==> src/rtl/uart_tx_if.sv <==
// Byte-write port of the UART transmitter: CPU-side store strobe plus FIFO status.
// Handshake: wr is valid, !full is ready; a byte transfers on a rising edge where wr && !full.
interface uart_tx_if #(
    parameter int DEPTH = 4
);
    localparam int LW = $clog2(DEPTH) + 1;

    logic          wr;
    logic [7:0]    data;
    logic          full;
    logic [LW-1:0] level;
    logic          busy;

    modport master (output wr, data, input full, level, busy);
    modport slave  (input wr, data, output full, level, busy);
endinterface

==> src/rtl/uart_tx.sv <==
// 8N1 serial transmitter with a small circular FIFO in front of the shift register.
// fsm_state exposes the current frame phase (IDLE/START/DATA/STOP).
module uart_tx #(
    parameter int CLKS_PER_BIT = 16,
    parameter int DEPTH        = 4
) (
    input  logic       clock,
    input  logic       reset,
    uart_tx_if.slave   bus,
    output logic       tx,
    output logic [1:0] fsm_state
);
    localparam int AW = $clog2(DEPTH);
    localparam int LW = AW + 1;
    localparam int CW = (CLKS_PER_BIT > 1) ? $clog2(CLKS_PER_BIT) : 1;
    localparam logic [CW-1:0] CNT_LAST = CW'(CLKS_PER_BIT - 1);
    localparam logic [LW-1:0] LVL_FULL = LW'(DEPTH);

    typedef enum logic [1:0] {
        IDLE  = 2'd0,
        START = 2'd1,
        DATA  = 2'd2,
        STOP  = 2'd3
    } state_t;

    state_t        state, state_n;
    logic [CW-1:0] clk_cnt, clk_cnt_n;
    logic [2:0]    bit_idx, bit_idx_n;
    logic [7:0]    shift, shift_n;
    logic [7:0]    mem [DEPTH];
    logic [AW-1:0] wr_ptr, rd_ptr;
    logic [LW-1:0] level;
    logic          tx_n, pop, push, tick, full;

    // full is judged before any pop in the same cycle, so a write into a full FIFO is dropped
    assign full = (level == LVL_FULL);
    assign push = bus.wr && !full;
    assign tick = (clk_cnt == CNT_LAST);

    always_comb begin
        state_n   = state;
        clk_cnt_n = clk_cnt + CW'(1);
        bit_idx_n = bit_idx;
        shift_n   = shift;
        pop       = 1'b0;
        case (state)
            IDLE: begin
                clk_cnt_n = '0;
                if (level != '0) begin
                    pop     = 1'b1;
                    state_n = START;
                end
            end
            START: begin
                if (tick) begin
                    clk_cnt_n = '0;
                    bit_idx_n = 3'd0;
                    state_n   = DATA;
                end
            end
            DATA: begin
                if (tick) begin
                    clk_cnt_n = '0;
                    shift_n   = {1'b0, shift[7:1]};
                    if (bit_idx == 3'd7) begin
                        state_n = STOP;
                    end else begin
                        bit_idx_n = bit_idx + 3'd1;
                    end
                end
            end
            STOP: begin
                if (tick) begin
                    clk_cnt_n = '0;
                    if (level != '0) begin
                        pop     = 1'b1;
                        state_n = START;
                    end else begin
                        state_n = IDLE;
                    end
                end
            end
            default: begin
                clk_cnt_n = '0;
                state_n   = IDLE;
            end
        endcase
        if (pop) begin
            shift_n = mem[rd_ptr];
        end
        // tx is registered from the next-state view so the line changes on the transition edge
        case (state_n)
            START:   tx_n = 1'b0;
            DATA:    tx_n = shift_n[0];
            default: tx_n = 1'b1;
        endcase
    end

    always_ff @(posedge clock) begin
        if (reset) begin
            state   <= IDLE;
            clk_cnt <= '0;
            bit_idx <= 3'd0;
            shift   <= 8'd0;
            wr_ptr  <= '0;
            rd_ptr  <= '0;
            level   <= '0;
            tx      <= 1'b1;
        end else begin
            state   <= state_n;
            clk_cnt <= clk_cnt_n;
            bit_idx <= bit_idx_n;
            shift   <= shift_n;
            tx      <= tx_n;
            if (push) begin
                wr_ptr <= wr_ptr + AW'(1);
            end
            if (pop) begin
                rd_ptr <= rd_ptr + AW'(1);
            end
            case ({push, pop})
                2'b10:   level <= level + LW'(1);
                2'b01:   level <= level - LW'(1);
                default: level <= level;
            endcase
        end
    end

    always_ff @(posedge clock) begin
        if (!reset && push) begin
            mem[wr_ptr] <= bus.data;
        end
    end

    assign bus.full   = full;
    assign bus.level  = level;
    assign bus.busy   = (state != IDLE) || (level != '0);
    assign fsm_state  = state;
endmodule
==> src/flat_wrapper.sv <==
// flat-port wrapper written by rule: the top's interface ports become plain ports
module uart_tx_flat 
#(
    parameter int CLKS_PER_BIT = 16,
    parameter int DEPTH        = 4
)
  (clock, reset, tx, fsm_state, bus_wr, bus_data, bus_full, bus_level, bus_busy);
  uart_tx_if #(.DEPTH(DEPTH)) bus_i ();
  input  logic clock;
  input  logic reset;
  output logic tx;
  output logic [1:0] fsm_state;
  input wire logic [$bits(bus_i.wr)-1:0] bus_wr;
  input wire logic [$bits(bus_i.data)-1:0] bus_data;
  output wire logic [$bits(bus_i.full)-1:0] bus_full;
  output wire logic [$bits(bus_i.level)-1:0] bus_level;
  output wire logic [$bits(bus_i.busy)-1:0] bus_busy;
  assign bus_i.wr = bus_wr;
  assign bus_i.data = bus_data;
  assign bus_full = bus_i.full;
  assign bus_level = bus_i.level;
  assign bus_busy = bus_i.busy;
  uart_tx #(.CLKS_PER_BIT(CLKS_PER_BIT), .DEPTH(DEPTH)) u_core (.clock(clock), .reset(reset), .bus(bus_i), .tx(tx), .fsm_state(fsm_state));
endmodule
==> config.mk <==
export PLATFORM = sky130hd
export DESIGN_NAME = uart_tx_flat
export DESIGN_NICKNAME = d
export VERILOG_FILES = /design/src/rtl/uart_tx_if.sv /design/src/rtl/uart_tx.sv /design/src/flat_wrapper.sv
export SDC_FILE = /design/constraint.sdc
export NUM_CORES = 1
export LEC_CHECK = 0
export ABC_AREA = 1
export BUFFER_PORTS_ARGS = -buffer_cell sky130_fd_sc_hd__buf_2
export CAP_MARGIN = 10
export CORE_UTILIZATION = 54
export CTS_BUF_LIST = sky130_fd_sc_hd__clkbuf_16
export DETAILED_ROUTE_END_ITERATION = 16
export PLACE_DENSITY = 0.73
export SLEW_MARGIN = 20
export SYNTH_ARGS = -nofsm -noshare
export SYNTH_HDL_FRONTEND = slang
export SYNTH_SLANG_ARGS = --single-unit
export TNS_END_PERCENT = 5
==> constraint.sdc <==
create_clock -name clock -period 2.96 [get_ports clock]
set_input_delay 0.592 -clock clock [delete_from_list [all_inputs] [get_ports clock]]
set_output_delay 0.592 -clock clock [all_outputs]
set_load 0.005 [all_outputs]
# --- Word level (Yosys, flattened, before mapping) ---
# Memory sizes are Yosys's and may differ from the RTL's. A register that Yosys moved wholly into a read port is not among the register bits.
# Index checks and enable logic that the tools add are counted.
totals:
  regBits: 25
  mem_bits_rw: 32
  inputBits: 11
  out_inout_bits: 8
  word_cells: 69
  memories: 1
mem_list:
  columns: ["memory", "words", "width", "rd", "rd_ports_with_merged_regs", "wr", "line", "text"]
  rows:
  - ["u_core.mem", 4, 8, 1, 1, 1, "uart_tx.sv:30", "logic [7:0] mem [DEPTH];"]
op_classes:
  n_addsub: 6
  eq_ne: 13
  mux: 25
  n_reduce_logical: 15
op_table:
  columns: ["cell", "count"]
  rows:
  - ["two-way mux 8 bit", 3]
  - ["two-way mux 2 bit", 7]
  - ["one-hot mux 3 bit (2 select lines)", 2]
  - ["nonzero test 2 bit", 5]
  - ["two-way mux 3 bit", 3]
  - ["== test 2 bit (second input constant)", 4]
  - ["one-hot mux 2 bit (4 select lines)", 1]
  - ["one-hot mux 4 bit (2 select lines)", 1]
  - ["adder 3 x 1 -> 3 bit (second input constant)", 2]
  - ["== test 2 x 1 -> 1 bit (second input constant)", 3]
  - ["== test 3 bit (second input constant)", 2]
  - ["two-way mux 1 bit", 5]
  - ["adder 2 x 1 -> 2 bit (second input constant)", 2]
  - ["adder 4 x 1 -> 4 bit (second input constant)", 1]
  - ["== test 4 bit (second input constant)", 1]
  - ["two-way mux 4 bit", 1]
  - ["inequality test 2 x 1 -> 1 bit (second input constant)", 2]
  - ["one-hot mux 1 bit (2 select lines)", 2]
  - ["AND reduction 4 bit", 1]
  - ["nonzero test 3 bit", 1]
  - ["OR reduction 3 bit", 1]
  - ["subtractor 3 x 1 -> 3 bit (second input constant)", 1]
  - ["logical AND 1 bit", 2]
  - ["zero test 1 bit", 2]
  - ["other kinds (4)", 4]

# --- Depth between registers and ports, before layout ---
logic_depth:
  ltp_word: 6
  depth_mapped: 12

# --- Worst setup path after synthesis ---
# No wires, ideal clock.
synth_timing:
  path_kind: "reg-to-reg"
  startpoint: "register u_core.state[0], in the netlist u_core.fsm_state[0]"
  endpoint: "register u_core.level[2], in the netlist u_core.bus.level[2]"
  setup_time_ns: 0.122
  arrival_time_ns: 1.969
  slack_ns: 0.869
  path_stages_with_launch: 12
  n_path_buf: 0
  cell_sequence: "dfxtp_1 > inv_1 > ha_1 > a21oi_1 > nand2_2 > inv_2 > ha_1 > fa_1 > a21oi_1 > o21ai_0 > o21ai_0 > a21oi_1"
synth_between:
  elab_chain_cells: 4
  word_cells_on_any_way: 7
  cone_classes: "eq/ne: 3; mux: 2; reduce/logical: 2"
synth_lines:
  columns: ["item", "line", "text"]
  rows:
  - ["start, declared", "uart_tx.sv:26", "state_t state, state_n;"]
  - ["start signal, assigned", "uart_tx.sv:110", "state <= state_n;"]
  - ["== test 2 bit / zero test 2 bit (equally long branches)", "uart_tx.sv:46", "case (state)"]
  - ["one-hot mux 1 bit (2 select lines) (*)", "uart_tx.sv:46", null]
  - ["== test 2 x 1 -> 1 bit / == test 2 bit (equally long branches)", "uart_tx.sv:121", "case ({push, pop})"]
  - ["one-hot mux 3 bit (2 select lines) / nonzero test 2 bit (equally long branches)", null, null]
  - ["end signal, assigned", "uart_tx.sv:122", "2'b10: level <= level + LW'(1);"]
  - ["end signal, assigned", "uart_tx.sv:123", "2'b01: level <= level - LW'(1);"]
  - ["end signal, assigned", "uart_tx.sv:124", "default: level <= level;"]
  - ["end, declared", "uart_tx.sv:32", "logic [LW-1:0] level;"]
# Every way passes the cells marked *; elsewhere a longest branch is shown, timed or not.
# A chain may end at the register's enable or synchronous reset.

# --- Final worst setup path ---
# Same ends and word-level chain as after synthesis.

==> impl_metrics.json <==
{
  "std_cell_rows": 24,
  "final_cells": 361,
  "yosys_warnings": 0,
  "yosysSeqAreaShare_pct": 58.0,
  "netlist_area_sq_um": 2590,
  "gp_congestion": 0.878,
  "critPathTopFamily": "adder cells",
  "die_area_sq_um": 5080,
  "hp-class": "reg -> reg",
  "grt_antenna_before_repair": 0,
  "synth_top_area_share_pct": 37.1,
  "io_pins": 19,
  "die_h_microns": 71.3,
  "synth_fa_ha_area_share_pct": 7.05,
  "synth_simple_gate_area_share_pct": 19.9,
  "synthXorXnorAreaFrac_pct": 0.338,
  "fin_setup_tns_ns": 0,
  "max-slew-margin-rel_pct": 59.9,
  "syn_area_per_cell_sq_um": 9.35,
  "synthCells": 277,
  "path_class": "reg -> reg",
  "synth_common_cells": "nand2_1, nor2_1, edfxtp_1",
  "wire_per_inst_microns": 13.0,
  "crit_required_ns": 3.16,
  "grt_max_degree": 18,
  "crit_path_end_kind": "register",
  "vias": 1886,
  "synth_edf_count": 32,
  "portBuffers": 18,
  "synth_top_area_cell": "edfxtp_1",
  "coreArea_sq_um": 4470,
  "synth_top_family_by_area": "simple AND/OR/NAND/NOR gates",
  "cts_hold_buf": 0,
  "fill_cells": 366,
  "yosys.cell_count.top_type": "nand2_1",
  "cts_made_buffers": 9,
  "setup.worst_path.start_class": "register",
  "yosys_most_used_dff": "edfxtp_1",
  "grt_usage_pct": 20.8,
  "path_cells": "inv_1 -> ha_1 -> a21oi_1 -> nand2_2 -> inv_2 -> ha_1 -> fa_1 -> a21oi_1 -> o21ai_0 -> o21ai_0 -> a21oi_1",
  "area_growth_pct": 16.8,
  "clk_latency_ns": 0.32,
  "vias_per_cell": 5.22,
  "run_status": "complete, no violations",
  "grt_pass1_wl_microns": 7800,
  "cp_slowest_cell": "dfxtp_1",
  "ys_top_cells_by_area": "edfxtp_1, dfxtp_1, nand2_1",
  "hold_viol": 0,
  "rsz0062_at_grt": "false",
  "worstMarginPinSlew_ns": 0.601,
  "clock.fmax_ghz": 0.411,
  "cap_violations": 0,
  "crit_fanout": 13,
  "setup_viol_count_final": 0,
  "fin_crit_ns": 2.44,
  "antenna_cells": 0,
  "routed_wl_microns": 4680,
  "final.period_utilization_pct": 82.3,
  "p_leak_nw": 1.30,
  "peakVddDrop_uv": 583,
  "cts_root_buffer": "clkbuf_16",
  "synth-compound-area-share_pct": 9.13,
  "fin_nets": 329,
  "path_clk_slew_ns": 0.05,
  "cts_tree": "yes",
  "cp.buffers_inverters": 2,
  "first_iter_violations": 58,
  "route.detailed.drc": 0,
  "powerDensity_nw_per_um2": 947,
  "cts_setup_buffers": 0,
  "cts.sinks": 59,
  "post-place-ws_ns": 0.541,
  "drt_first_pass_iters": 4,
  "ctsResizeCount": 0,
  "dp_hpwl_microns": 3230,
  "synth_nets": 302,
  "maxSlewViolCount": 0,
  "synth.distinct_cells": 23,
  "synth-seq-cells": 59,
  "setup_slack_ns": 0.525,
  "synth-async-reset-ratio_pct": 0,
  "grt_overflow_total": 0,
  "critPathArrivalTime_ns": 2.64,
  "crit_top_cell": "a21oi_1",
  "drive_gt1_share_pct": 13.9,
  "fin_skew_ns": 0.00362,
  "slowest_delay_ns": 0.40,
  "die_x_microns": 71.3,
  "muxShareOfSynthArea_pct": 0,
  "start_util_pct": 57.9,
  "grt_pass1_vias": 1747,
  "clockBufferDepth": 2,
  "ant_nets": 0,
  "h-tree-depth": 3,
  "dp_cells": 345
}
## path summary, 6_finish.rpt
| check | slack (ns) | start | to | cells past startpoint |
|---|---|---|---|---|
| hold reg to reg | 0.46 | u_core.clk_cnt[0] | u_core.clk_cnt[0] | 1 |
| hold / removal | 0.46 | u_core.clk_cnt[0] | u_core.clk_cnt[0] | 1 |
| setup reg to reg | 0.52 | u_core.fsm_state[0] | u_core.bus.level[2] | 11 |
| setup / recovery | 0.52 | u_core.fsm_state[0] | u_core.bus.level[2] | 11 |
## layer usage
layer / routed length, microns / global-route usage (%)
met1: 2280 / 26.4
met2: 2180 / 31.6
met3: 117 / 4.22
met4: 101 / 15.6
met5: 0 / 0
## cells in the final DEF (no fill, tap or decap), types with 2 or more instances in the layout
master     count
edfxtp_1      32
clkbuf_16      9
buf_4          5
o21ai_1        5
nand3_1       21
nand2_1       50
inv_1         25
o21ai_0       20
ha_1          13
a21oi_1       17
and3_1         5
inv_2          3
dfxtp_1       27
clkinv_2       5
nor2_1        42
buf_2         18
o22ai_1        2
## report_power, final
part / total (mW) / internal [mW] / switching [mW]
Combinational: 0.778 / 0.295 / 0.483
Clock: 0.972 / 0.638 / 0.334
Sequential: 1.12 / 1.01 / 0.107
## cell families (layout without fill, tap and decap cells)
logic type      after synthesis  after routing
simple gates                122            122
flops                        59             59
compound gates               46             46
buf+inv                      35             67
fa+ha+maj                    14             14
xor+xnor                      1              1
## metrics by stage
step | cell area, sq um | utilization (%) | total power, mW | hold WS, ns
floorplan | 2590 | - | 1.72 | 0.418
global placement | 2740 | 61.3 | 1.89 | 0.432
detailed placement | 2740 | 61.3 | 1.90 | 0.438
CTS | 3030 | 67.6 | 2.89 | 0.468
global route | 3030 | 67.6 | 3.08 | 0.476
finish | 3030 | 67.6 | 2.86 | 0.461
## flip-flops by register name, indices dropped and copies added, names as in the netlist, named ones only
register / cells
u_core.mem: 32
u_core.clk_cnt: 4
u_core.rd_ptr: 2
u_core.wr_ptr: 2
u_core.bus.level: 3
u_core.bit_idx: 3
u_core.shift: 8
u_core.tx: 1
u_core.fsm_state: 2
## cell type report
cell class              instances  area [sq um]  area share [%]
multi-input cells             183           942            31.1
inverters                      28           105            3.47
clock inverters                 7          58.8            1.94
repair buffers                 23           128            4.22
flip-flops and latches         59          1500            49.6
well taps                      52          65.1            2.15
clock buffers                   9           225            7.44
(Power assumes the default switching activity.)
